### config.mk
export PLATFORM = sky130hd
export DESIGN_NAME = contador_driver
export DESIGN_NICKNAME = d
export VERILOG_FILES = /design/src/rtl/contador_pkg.sv /design/src/rtl/contador_pulse_timer.sv /design/src/rtl/contador_driver.sv
export SDC_FILE = /design/constraint.sdc
export NUM_CORES = 1
export LEC_CHECK = 0
export ABC_CLOCK_PERIOD_IN_PS = 3100
export CAP_MARGIN = 20
export CORE_UTILIZATION = 57
export DETAILED_ROUTE_END_ITERATION = 10
export GPL_TIMING_DRIVEN = 0
export MAX_ROUTING_LAYER = met4
export PLACE_DENSITY = 0.84
export SLEW_MARGIN = 20
export SYNTH_ARGS = -nofsm -noshare
export SYNTH_HDL_FRONTEND = slang
export SYNTH_HIERARCHICAL = 1
export SYNTH_SLANG_ARGS = --single-unit
### constraint.sdc
create_clock -name clk -period 3.1 [get_ports clk]
set_clock_uncertainty 0.2 [all_clocks]
set_input_delay 0.62 -clock clk [delete_from_list [all_inputs] [get_ports clk]]
set_output_delay 0.62 -clock clk [all_outputs]
set_load 0.05 [all_outputs]
### src/rtl/contador_pkg.sv
// contador_pkg
// Shared types for the up/down counter driver: the command opcode enum,
// the driver FSM state enum, terminal-count values of the 4-bit counter
// and the model step helper.
package contador_pkg;

    typedef enum logic [1:0] {
        OP_CLEAR = 2'd0,
        OP_LOAD  = 2'd1,
        OP_UP    = 2'd2,
        OP_DOWN  = 2'd3
    } cmd_op_e;

    typedef enum logic [2:0] {
        ST_IDLE  = 3'd0,
        ST_CLR   = 3'd1,
        ST_LOAD  = 3'd2,
        ST_PULSE = 3'd3,
        ST_GAP   = 3'd4,
        ST_CHECK = 3'd5,
        ST_DONE  = 3'd6
    } state_e;

    localparam logic [3:0] CNT_MAX = 4'd15;
    localparam logic [3:0] CNT_MIN = 4'd0;

    // One count step of the modelled counter; wraps naturally mod 16.
    function automatic logic [3:0] step_value(input logic [3:0] value, input logic up);
        return up ? (value + 4'd1) : (value - 4'd1);
    endfunction

endpackage

### src/rtl/contador_pulse_timer.sv
// contador_pulse_timer
// 4-bit down-counter that times pulse and gap phases. A load of N makes
// 'expired' high during the N-th cycle after the load, so the owner can
// end the phase on that cycle's closing edge (phase lasts exactly N cycles).
// Ports:
//   clk, rst_n  clock, asynchronous active-low reset
//   load        restart the timer with load_val (1..15)
//   load_val    phase length in clk cycles
//   expired     registered flag, high in the last cycle of the phase
module contador_pulse_timer
    import contador_pkg::*;
(
    input  logic       clk,
    input  logic       rst_n,
    input  logic       load,
    input  logic [3:0] load_val,
    output logic       expired
);

    logic [3:0] cnt_r;
    logic       expired_r;

    // Down-count, flagging ahead of time the cycle in which the count reads 1.
    always_ff @(posedge clk or negedge rst_n) begin
        if (!rst_n) begin
            cnt_r     <= 4'd0;
            expired_r <= 1'b0;
        end else if (load) begin
            cnt_r     <= load_val;
            expired_r <= (load_val == 4'd1);
        end else if (cnt_r != 4'd0) begin
            cnt_r     <= cnt_r - 4'd1;
            expired_r <= (cnt_r == 4'd2);
        end else begin
            cnt_r     <= cnt_r;
            expired_r <= 1'b0;
        end
    end

    assign expired = expired_r;

endmodule

### src/rtl/contador_driver.sv
// contador_driver
// Drives a 4-bit up/down counter with master reset, parallel load and
// separate up/down clocks, keeps a model of its value and checks the
// counter's Q and terminal-count outputs against that model.
// Ports:
//   clk, rst_n              clock, asynchronous active-low reset
//   cmd_valid/cmd_ready     command handshake (ready only in IDLE)
//   cmd_op, cmd_data        CLEAR/LOAD/UP/DOWN, load value or step count
//   MR, PL, CPU, CPD        counter controls, all straight from flops
//   P0..P3                  parallel data, P0 = value bit 3
//   Q0..Q3, TCU, TCD        counter outputs, Q0 = LSB
//   exp_count, exp_valid    modelled value and whether it is known
//   done                    one-cycle completion pulse
//   mismatch                sticky error, cleared only by reset
//   carry_evt, borrow_evt   one pulse per observed terminal count
module contador_driver
    import contador_pkg::*;
#(
    parameter int PULSE_W = 2,
    parameter int GAP_W   = 2
) (
    input  logic       clk,
    input  logic       rst_n,
    input  logic       cmd_valid,
    output logic       cmd_ready,
    input  logic [1:0] cmd_op,
    input  logic [3:0] cmd_data,
    output logic       MR,
    output logic       PL,
    output logic       CPU,
    output logic       CPD,
    output logic       P0,
    output logic       P1,
    output logic       P2,
    output logic       P3,
    input  logic       Q0,
    input  logic       Q1,
    input  logic       Q2,
    input  logic       Q3,
    input  logic       TCU,
    input  logic       TCD,
    output logic [3:0] exp_count,
    output logic       exp_valid,
    output logic       done,
    output logic       mismatch,
    output logic       carry_evt,
    output logic       borrow_evt
);

    localparam logic [3:0] PW4 = 4'(PULSE_W);
    localparam logic [3:0] GW4 = 4'(GAP_W);

    state_e     state_r;
    cmd_op_e    op_r;
    logic [3:0] steps_r;
    logic [3:0] exp_count_r;
    logic       exp_valid_r;
    logic       mr_r, pl_r, cpu_r, cpd_r;
    logic       p0_r, p1_r, p2_r, p3_r;
    logic       done_r, mismatch_r, carry_evt_r, borrow_evt_r;
    logic       carry_seen_r, borrow_seen_r;
    logic       cmd_ready_r;

    cmd_op_e    op_s;
    logic       accept_s;
    logic       step_op_s;
    logic       more_steps_s;
    logic [3:0] q_s;
    logic       up_low_s, down_low_s;
    logic       tcu_exp_s, tcd_exp_s;
    logic       tc_err_s, q_err_s;
    logic       timer_load_s;
    logic [3:0] timer_val_s;
    logic       timer_exp_s;

    assign op_s         = cmd_op_e'(cmd_op);
    assign accept_s     = cmd_valid & cmd_ready_r;
    assign step_op_s    = (op_s == OP_UP) || (op_s == OP_DOWN);
    assign more_steps_s = ((op_r == OP_UP) || (op_r == OP_DOWN)) && (steps_r != 4'd0);
    assign q_s          = {Q3, Q2, Q1, Q0};

    // The clock line is low exactly while the FSM sits in PULSE.
    assign up_low_s   = (state_r == ST_PULSE) && (op_r == OP_UP);
    assign down_low_s = (state_r == ST_PULSE) && (op_r == OP_DOWN);

    // Terminal count is only legitimately low at 15 (up) / 0 (down) while
    // the matching clock is low; every other observed level is an error.
    assign tcu_exp_s = ~(up_low_s && (exp_count_r == CNT_MAX));
    assign tcd_exp_s = ~(down_low_s && (exp_count_r == CNT_MIN));
    assign tc_err_s  = exp_valid_r && ((TCU != tcu_exp_s) || (TCD != tcd_exp_s));
    assign q_err_s   = (state_r == ST_CHECK) && exp_valid_r && (q_s != exp_count_r);

    // Timer restarts: on entry to each pulse phase and to each gap phase.
    always_comb begin
        timer_load_s = 1'b0;
        timer_val_s  = PW4;
        case (state_r)
            ST_IDLE: begin
                if (accept_s && !(step_op_s && (cmd_data == 4'd0))) begin
                    timer_load_s = 1'b1;
                    timer_val_s  = PW4;
                end else begin
                    timer_load_s = 1'b0;
                end
            end
            ST_CLR, ST_LOAD, ST_PULSE: begin
                if (timer_exp_s) begin
                    timer_load_s = 1'b1;
                    timer_val_s  = GW4;
                end else begin
                    timer_load_s = 1'b0;
                end
            end
            ST_CHECK: begin
                if (more_steps_s) begin
                    timer_load_s = 1'b1;
                    timer_val_s  = PW4;
                end else begin
                    timer_load_s = 1'b0;
                end
            end
            default: begin
                timer_load_s = 1'b0;
            end
        endcase
    end

    contador_pulse_timer u_timer (
        .clk      (clk),
        .rst_n    (rst_n),
        .load     (timer_load_s),
        .load_val (timer_val_s),
        .expired  (timer_exp_s)
    );

    // Driver FSM with registered counter controls, model and status flags.
    always_ff @(posedge clk or negedge rst_n) begin
        if (!rst_n) begin
            state_r       <= ST_IDLE;
            op_r          <= OP_CLEAR;
            steps_r       <= 4'd0;
            exp_count_r   <= 4'd0;
            exp_valid_r   <= 1'b0;
            mr_r          <= 1'b0;
            pl_r          <= 1'b1;
            cpu_r         <= 1'b1;
            cpd_r         <= 1'b1;
            p0_r          <= 1'b0;
            p1_r          <= 1'b0;
            p2_r          <= 1'b0;
            p3_r          <= 1'b0;
            done_r        <= 1'b0;
            mismatch_r    <= 1'b0;
            carry_evt_r   <= 1'b0;
            borrow_evt_r  <= 1'b0;
            carry_seen_r  <= 1'b0;
            borrow_seen_r <= 1'b0;
            cmd_ready_r   <= 1'b0;
        end else begin
            done_r       <= 1'b0;
            carry_evt_r  <= 1'b0;
            borrow_evt_r <= 1'b0;

            if (tc_err_s || q_err_s) begin
                mismatch_r <= 1'b1;
            end

            // One event per pulse even if TC stays low for several cycles.
            if (up_low_s && !TCU && !carry_seen_r) begin
                carry_evt_r  <= 1'b1;
                carry_seen_r <= 1'b1;
            end
            if (down_low_s && !TCD && !borrow_seen_r) begin
                borrow_evt_r  <= 1'b1;
                borrow_seen_r <= 1'b1;
            end

            case (state_r)
                ST_IDLE: begin
                    cmd_ready_r <= 1'b1;
                    if (accept_s) begin
                        cmd_ready_r <= 1'b0;
                        op_r        <= op_s;
                        case (op_s)
                            OP_CLEAR: begin
                                steps_r <= 4'd0;
                                mr_r    <= 1'b1;
                                state_r <= ST_CLR;
                            end
                            OP_LOAD: begin
                                steps_r <= 4'd0;
                                p0_r    <= cmd_data[3];
                                p1_r    <= cmd_data[2];
                                p2_r    <= cmd_data[1];
                                p3_r    <= cmd_data[0];
                                pl_r    <= 1'b0;
                                state_r <= ST_LOAD;
                            end
                            OP_UP, OP_DOWN: begin
                                steps_r <= cmd_data;
                                if (cmd_data == 4'd0) begin
                                    done_r  <= 1'b1;
                                    state_r <= ST_DONE;
                                end else begin
                                    cpu_r         <= (op_s != OP_UP);
                                    cpd_r         <= (op_s != OP_DOWN);
                                    carry_seen_r  <= 1'b0;
                                    borrow_seen_r <= 1'b0;
                                    state_r       <= ST_PULSE;
                                end
                            end
                            default: begin
                                state_r <= ST_IDLE;
                            end
                        endcase
                    end
                end
                ST_CLR: begin
                    if (timer_exp_s) begin
                        mr_r        <= 1'b0;
                        exp_count_r <= 4'd0;
                        exp_valid_r <= 1'b1;
                        state_r     <= ST_GAP;
                    end
                end
                ST_LOAD: begin
                    if (timer_exp_s) begin
                        pl_r        <= 1'b1;
                        exp_count_r <= {p0_r, p1_r, p2_r, p3_r};
                        exp_valid_r <= 1'b1;
                        state_r     <= ST_GAP;
                    end
                end
                ST_PULSE: begin
                    // The model advances on the rising clock edge the counter sees.
                    if (timer_exp_s) begin
                        cpu_r       <= 1'b1;
                        cpd_r       <= 1'b1;
                        exp_count_r <= step_value(exp_count_r, op_r == OP_UP);
                        steps_r     <= steps_r - 4'd1;
                        state_r     <= ST_GAP;
                    end
                end
                ST_GAP: begin
                    if (timer_exp_s) begin
                        state_r <= ST_CHECK;
                    end
                end
                ST_CHECK: begin
                    if (more_steps_s) begin
                        cpu_r         <= (op_r != OP_UP);
                        cpd_r         <= (op_r != OP_DOWN);
                        carry_seen_r  <= 1'b0;
                        borrow_seen_r <= 1'b0;
                        state_r       <= ST_PULSE;
                    end else begin
                        done_r  <= 1'b1;
                        state_r <= ST_DONE;
                    end
                end
                ST_DONE: begin
                    cmd_ready_r <= 1'b1;
                    state_r     <= ST_IDLE;
                end
                default: begin
                    mr_r    <= 1'b0;
                    pl_r    <= 1'b1;
                    cpu_r   <= 1'b1;
                    cpd_r   <= 1'b1;
                    state_r <= ST_IDLE;
                end
            endcase
        end
    end

    assign cmd_ready  = cmd_ready_r;
    assign MR         = mr_r;
    assign PL         = pl_r;
    assign CPU        = cpu_r;
    assign CPD        = cpd_r;
    assign P0         = p0_r;
    assign P1         = p1_r;
    assign P2         = p2_r;
    assign P3         = p3_r;
    assign exp_count  = exp_count_r;
    assign exp_valid  = exp_valid_r;
    assign done       = done_r;
    assign mismatch   = mismatch_r;
    assign carry_evt  = carry_evt_r;
    assign borrow_evt = borrow_evt_r;

endmodule

==> results by stage, run 1 <==
Logic synthesis:
- After synthesis the cells add up to 0.00209 mm².
- The post-synthesis register bit count is 34.
- A synthesized cell averages 9.76 µm².
- Yosys mapped a number of flops with a built-in enable equal to 0.
- Of the synthesized area, sequential elements account for 40.9%.
- The fraction of synthesis flops using an asynchronous set or reset pin is 100%.
- Synthesis handed over a netlist of 214 instances.
- The count of yosys warnings during synthesis is 6.
- In the synthesized netlist the dominant register cell turns out to be sky130_fd_sc_hd__dfrtp_1.
- The count of unique library cells instantiated by Yosys is 50.

Die:
- In this run the horizontal extent of the chip is 62.5 µm.
- After floorplanning, the core was sized to cover 0.00342 mm².
- The die is 62.5 µm tall.
- The die covers 0.00391 mm².
- In this run the count of I/O pins placed on the die edge is 33.
- The count of standard-cell rows is 21.
- Once the floorplan was initialized, standard cells occupied 61.2% of the core.

Hold path:
- The type of the tightest min-delay check is flop to flop.

Timing:
- Setup violations remaining at the end of the flow were counted as 0.
- Adding up every negative setup slack in the final design gives 0 ns.
- The shortest clock period the worst path allows after layout is 2.55 ns.
- For this run, the top clock speed supported by timing is 393 MHz.
- The slew at the pin closest to its max-slew limit is 0.539 ns.
- The worst hold slack across all endpoints is 0.236 ns.
- The number of pins exceeding their max-slew limit in the final report is 0.
- The worst max-slew margin expressed relative to the limit is 63.8%.
- Setup repair after global routing left no endpoint under its margin.
- The hold violation total from the final report is 0.
- The portion of the clock cycle consumed by the worst path in the final layout is 82.1%.

Setup path:
- STA classifies the critical path startpoint as a flop.
- For the worst setup path, the data arrival time is 1.73 ns.
- The number of buffer and inverter instances along the worst setup path is 1.
- On the worst path, the slowest cell contributes a delay of 0.86 ns.
- Among all stages on the critical path, the largest delay is contributed by sky130_fd_sc_hd__clkdlybuf4s50_1.
- For the worst setup path, the data required time is 2.28 ns.
- The critical path is of the flop to output pin type.
- The type of destination of the critical path is an output pin.
- Walking the worst path, the cells encountered are clkdlybuf4s50_1.
- The biggest fanout along the worst timing path is 8.
- The top cell family by delay on the critical path is buffers and inverters.

Place:
- Input and output buffers added on the ports amount to 32.
- The placed cell area is 0.00251 mm².
- The placer's final routability congestion estimate is 0.900.
- After legalization and detailed placement, the total HPWL measured 3.31 mm.

Layout:
- The area growth from synthesis to layout is 24.1%.
- The fraction of final layout cells sized beyond drive strength 1 is 13.4%.
- The net count of the finished layout is 282.
- Cells fill 75.9% of the core in the end.
- The multi-input logic area is 0.00116 mm².
- The cell area after layout is 0.00259 mm².
- After filler insertion, the fill cell instance count of the layout stands at 249.
- The number of diodes added for antenna fixing is 0.
- The area occupied by registers is 855 µm².

Global routing:
- The pin count of the biggest net entering global routing is 23.
- The aggregate global-route resource usage is 27.1%.
- Global routing finished with a remaining overflow of 0.
- The via count of the first global-routing pass is 1748.
- The met1 track utilization from global routing is 34.0%.
- The met2 usage is 43.1%.
- The first global-routing pass estimated 8.17 mm of wire.
- The global routing stage identified its most utilized layer as met2.
- The met3 usage in global routing is 6.57%.
- The initial antenna violation count is 0.

Clock tree:
- The clock tree from TritonCTS is built.
- The number of clock sinks is 34.
- The clock transition at the registers of the reported paths is 0.11 ns.
- The longest clock path from root to sink contains 2 buffers.
- The clock latency on the worst-skew pair is 0.34 ns.
- The H-tree depth reported by CTS is 2.
- The total setup buffers inserted after CTS is 0.
- Clock tree synthesis inserted a total of 5 buffers.
- The clock root buffer is sky130_fd_sc_hd__clkbuf_4.

Route:
- The post-detailed-route count of antenna-violating nets is 0.
- The iteration count of the initial detailed-routing pass is 4.
- Using the TritonRoute via totals, the vias-per-cell ratio works out to 5.66.
- The detailed-route wire length is 4.50 mm.
- After detailed routing, the average wire length per cell comes to 14.7 µm.
- The detailed router finished its first iteration with 104 violations.
- The number of design rule violations left after detail routing is 0.
- The total via count after detailed routing is 1739.

Run:
- Max-cap violations in this run came to 0.

Power:
- The maximum VDD drop is 0.000573 V.
- The power per cell area is 1030 mW/mm².
- The design draws 2.66 mW.
- The static power due to leakage is 1.16 nW.

Run status:
- The run finished with clean final reports.
## cell families after synthesis
logic type	count (synthesis)	share of synthesized area, %
AO/OA/AOI/OAI	52	16.9
XOR/XNOR	11	4.61
adder cells (fa/ha/maj)	7	4.55
buffers and inverters	17	4.37
flip-flops	34	40.9
multiplexers	13	7.78
other	2	0.359
AND/OR/NAND/NOR	78	20.5
## through the flow
step	setup WS [ns]	cells
CTS	0.541	307
floorplan	0.990	219
global placement	0.321	297
global route	0.460	307
finish	0.555	307
detailed placement	0.323	298
## cells in the final DEF (no fill, tap or decap), drive strengths merged, types with 2 or more instances in the layout
cell type	n
a2bb2oi	2
and3	3
nand2	24
nand3	4
mux2i	5
xor2	6
dfrtp	31
o211ai	4
dfstp	3
conb	7
ha	6
buf	9
o21a	2
xnor2	5
nor2	14
nor3b	5
nand2b	6
clkdlybuf4s50	31
a21oi	11
o31ai	4
o21ai	12
clkbuf	10
mux2	8
inv	7
or2	2
nor3	10
a311oi	2
nor4	5
a21o	6
nor2b	2
a31oi	4
## flip-flops by register name, summed over array words and instances (netlist names), 2 cells and up
signal and count:
exp_count 4, steps_r 4, u_timer/cnt_r 4, state_r 3, op_r 2
## routing by layer
layer / routed length (µm) / up-vias / share of wire (%)
met3: 248 / 10 / 5.5
met5: 0 / - / 0
met4: 68 / 0 / 1.5
li1: - / 847 / -
met2: 2200 / 50 / 49
met1: 1990 / 832 / 44
## cells in the mapped netlist (all sizes together), types with 2 or more instances
cell type  instances  area [µm²]
and3               3        18.8
o21a               2        15.0
nor2              14        52.6
ha                 6        75.1
nand2             24        92.6
xnor2              5        43.8
a311oi             2        17.5
a21o               6        45.0
buf                7        53.8
nor4               5        31.3
a21oi             11        55.1
mux2               8         113
nor3              10        61.3
clkbuf             3        11.3
dfrtp             31         776
dfstp              3        78.8
nand2b             6        37.5
nor2b              2        12.5
nand3              4        25.0
or2                2        15.0
o21ai             12        63.8
mux2i              5        50.1
conb               2        7.51
a2bb2oi            2        23.8
o31ai              4        30.0
inv                7        26.3
a31oi              4        31.3
xor2               6        52.6
o211ai             4        30.0
nor3b              5        48.8
## path summary, 6_finish.rpt
check / from / endpoint / slack, ns / cells past startpoint
worst max-delay path: exp_count[0] / exp_count[0] / 0.55 / 1
worst min-delay path: borrow_seen_r / borrow_evt / 0.24 / 1
worst max register to register: state_r[2] / u_timer/cnt_r[3] / 0.89 / 7
worst min register to register: borrow_seen_r / borrow_evt / 0.24 / 1
max in group asynchronous: rst_n / CPU / 1.69 / 3
min in group asynchronous: rst_n / exp_count[1] / 0.50 / 2
## layout make-up
| type | instances | area share, % |
|---|---|---|
| buffer | 10 | 2.51 |
| clock buffer | 7 | 1.74 |
| clock inverter | 1 | 1.16 |
| inverter | 7 | 1.01 |
| multi-input combinational | 168 | 44.8 |
| sequential | 34 | 32.9 |
| tap | 46 | 2.22 |
| timing repair buffer | 34 | 13.6 |
## repair_timing
action / 4_1_cts / 5_1_grt
hold buffers: 1 / 0
gates resized for setup: 0 / 0
hold endpoints to repair: 11 / 0
## power by group
part / total (mW) / switching (mW) / internal [mW]
registers: 0.820 / 0.191 / 0.629
logic: 1.52 / 0.875 / 0.648
clock network: 0.319 / 0.148 / 0.171
total: 2.66 / 1.21 / 1.45
Power figures use the tool's default switching activity.
==> run 2: changes to the inputs <==
--- a/config.mk
+++ b/config.mk
@@ -5,13 +5,13 @@
 export SDC_FILE = /design/constraint.sdc
 export NUM_CORES = 1
 export LEC_CHECK = 0
-export ABC_CLOCK_PERIOD_IN_PS = 3100
+export ABC_CLOCK_PERIOD_IN_PS = 2620
 export CAP_MARGIN = 20
-export CORE_UTILIZATION = 57
+export CORE_UTILIZATION = 53
 export DETAILED_ROUTE_END_ITERATION = 10
 export GPL_TIMING_DRIVEN = 0
 export MAX_ROUTING_LAYER = met4
-export PLACE_DENSITY = 0.84
+export PLACE_DENSITY = 0.79
 export SLEW_MARGIN = 20
 export SYNTH_ARGS = -nofsm -noshare
 export SYNTH_HDL_FRONTEND = slang
==> constraint.sdc (replaced) <==
create_clock -name clk -period 2.62 [get_ports clk]
set_clock_uncertainty 0.2 [all_clocks]
set_input_delay 0.524 -clock clk [delete_from_list [all_inputs] [get_ports clk]]
set_output_delay 0.524 -clock clk [all_outputs]
set_load 0.05 [all_outputs]
==> results by stage, run 2 (synthesized netlist as in run 1, its figures left out) <==
Place:
- The detailed placement HPWL is 3.51 mm.
- Input and output buffers added on the ports amount to 32.
- At the end of routability-driven placement, the weighted congestion stood at 0.865.

Route:
- The mean routed wirelength per cell is 14.9 µm.
- Dividing the detail-routed via count by the number of cells gives 5.55.
- The post-detailed-route count of antenna-violating nets is 0.
- The iteration count of the initial detailed-routing pass is 4.
- The number of design rule violations left after detail routing is 0.
- The detailed-route wire length is 4.59 mm.
- The routed layout has 1709 vias.
- The violation count after the first detailed-route iteration is 91.

Die:
- The full die area is 0.00420 mm².
- The effective utilization at floorplan is 56.2%.
- The width of the chip is 64.8 µm.
- The region available for standard cell placement spans 0.00372 mm².
- Measured along the y axis, the die boundary spans 64.8 µm.
- The initialized floorplan defines 22 standard-cell rows.
- During I/O placement, the number of pins put on the boundary was 33.

Setup path:
- The slowest cell on the critical path is sky130_fd_sc_hd__clkdlybuf4s50_1.
- The worst register-to-register path has a setup slack of 0.46 ns.
- The path type of the worst setup path is flop to output pin.
- The worst path arrival time is 1.69 ns.
- The worst setup path is launched from a flop.
- The biggest fanout along the worst timing path is 8.
- The worst setup path is captured at an output pin.
- The top cell family by delay on the critical path is buffers and inverters.
- The startpoint of the lowest-slack register-to-register path is op_r[0].
- The depth of the most critical reg-to-reg path is 7.
- The number of buffers and inverters on the critical path is 1.
- The maximum cell stage delay along the critical path is 0.87 ns.
- At the worst endpoint, the required time is 1.90 ns.
- Walking the worst path, the cells encountered are clkdlybuf4s50_1.
- The destination of the worst register-to-register timing path is exp_count[3].

Timing:
- The slew at the pin closest to its max-slew limit is 0.589 ns.
- The tightest hold path in the finished design has a slack of 0.226 ns.
- The number of pins exceeding their max-slew limit in the final report is 0.
- The worst max-slew margin expressed relative to the limit is 60.7%.
- The highest attainable clock frequency is 414 MHz.
- The shortest clock period the worst path allows after layout is 2.41 ns.
- In the finished design, the share of the clock period the worst path needs comes to 92.1%.
- Setup repair after global routing left no endpoint under its margin.
- For the final routed database, the setup TNS stands at 0 ns.
- Setup violations remaining at the end of the flow were counted as 0.
- The hold violation total from the final report is 0.

Layout:
- The number of diodes added for antenna fixing is 0.
- The share of the core filled with cells is 70.0%.
- Counting the fill cells in the layout gives 308.
- The net total in the final layout is 282.
- The top cell types in the final layout, fill and taps aside, are sky130_fd_sc_hd__dfrtp_1, sky130_fd_sc_hd__clkdlybuf4s50_1, sky130_fd_sc_hd__nand2_1, sky130_fd_sc_hd__nor2_1, sky130_fd_sc_hd__a21oi_1.
- Relative to the synthesized area, the layout overhead comes to 24.5%.
- The fraction of final layout cells sized beyond drive strength 1 is 14.2%.

Global routing:
- The via count of the first global-routing pass came to 1616.
- The first global-routing pass estimated 7.65 mm of wire.
- The aggregate global-route resource usage is 24.9%.
- The total global routing overflow is 0.
- The initial antenna violation count came to 0.
- The pin count of the biggest net entering global routing is 20.

Clock tree:
- TritonCTS built the clock tree.
- The clock root buffer is sky130_fd_sc_hd__clkbuf_8.
- The number of clock sinks is 34.
- The longest clock path from root to sink contains 2 buffers.
- Clock latency on the worst-skew pair, taken at its later pin, is 0.29 ns.
- The clock tree synthesis step divided the H-tree into 2 levels.
- The number of buffers created by CTS is 5.
- The clock transition at the registers of the reported paths is 0.07 ns.

Hold path:
- Along the worst hold path, the cell count comes to 1.
- The end point of the worst hold path is borrow_evt.
- In this run the most critical hold path is launched from borrow_seen_r.
- The type of the tightest min-delay check is flop to flop.

Power:
- IR analysis of the VDD net gives a maximum drop of 0.000846 V.
- The static power due to leakage is 1.16 nW.
- In this run the power density over the cells is 1210 mW/mm².
- The total power of the final layout is 3.15 mW.

Run:
- Max-cap violations in this run came to 0.

Run status:
- The flow ran to the end, and the final reports show no timing, DRC or antenna violations.
-- run 2: cell types whose count changed in the layout (fill, tap and decap cells not counted), sizes merged --
cell	before	now
clkinv	0	2
clkbuf	10	8
bufinv	1	0
-- run 2: through the flow --
step	worst slack [ns]	cell area (µm²)	instances
final	0.207	2600	308
after global placement	-0.102	2490	299
after floorplan	0.510	2110	219
after global routing	0.145	2600	308
after detailed placement	-0.0673	2510	300
after CTS	0.203	2600	308
-- run 2: worst max-delay path by stage --
stage | startpoint | to | slack [ns] | cells past startpoint
after floorplan | exp_count[1] | exp_count[3] | 0.51 | 6
after global placement | cmd_op[1] | u_timer/expired | -0.10 | 9
after detailed placement | cmd_op[1] | u_timer/expired | -0.07 | 9
after CTS | exp_count[0] | exp_count[0] | 0.20 | 1
after global routing | exp_count[0] | exp_count[0] | 0.15 | 1
final | exp_count[0] | exp_count[0] | 0.21 | 1
-- run 2: per-layer routing --
metal / part of all wire, % / wire length, µm / GRT usage [%]
met2: 48 / 2200 / 38.9
met5: 0 / 0 / -
met4: 1.2 / 56 / 7.50
met3: 4.4 / 201 / 4.75
met1: 46 / 2130 / 32.8
-- run 2: where the power goes --
part / leakage [nW] / internal (mW) / switching (mW) / total (mW)
Clock: 0.0438 / 0.178 / 0.183 / 0.361
Combinational: 0.699 / 0.769 / 1.05 / 1.82
Sequential: 0.420 / 0.745 / 0.227 / 0.972
Total: 1.16 / 1.69 / 1.46 / 3.15
-- run 2: layout make-up --
type,instances,area (µm²),area share (%)
multi-input combinational,168,1160,44.7
sequential,34,855,32.9
clock inverter,2,10.0,0.385
inverter,7,26.3,1.01
tap,48,60.1,2.31
clock buffer,5,68.8,2.65
buffer,10,66.3,2.55
timing repair buffer,34,353,13.6
-- run 2: repair_timing --
action | CTS | global route
gates resized for setup | 0 | 2
hold buffers | 1 | 0
endpoints found under the setup margin | 0 | 1
endpoints found under the hold margin | 13 | 0
buffers inserted | 0 | 0
==> run 3: changes to the inputs <==
--- a/config.mk
+++ b/config.mk
@@ -12,6 +12,7 @@
 export GPL_TIMING_DRIVEN = 0
 export MAX_ROUTING_LAYER = met4
 export PLACE_DENSITY = 0.79
+export SETUP_SLACK_MARGIN = 0.05
 export SLEW_MARGIN = 20
 export SYNTH_ARGS = -nofsm -noshare
 export SYNTH_HDL_FRONTEND = slang
==> results of run 3 <==
No change in the layout: final DEF, timing and power equal those of run 2.
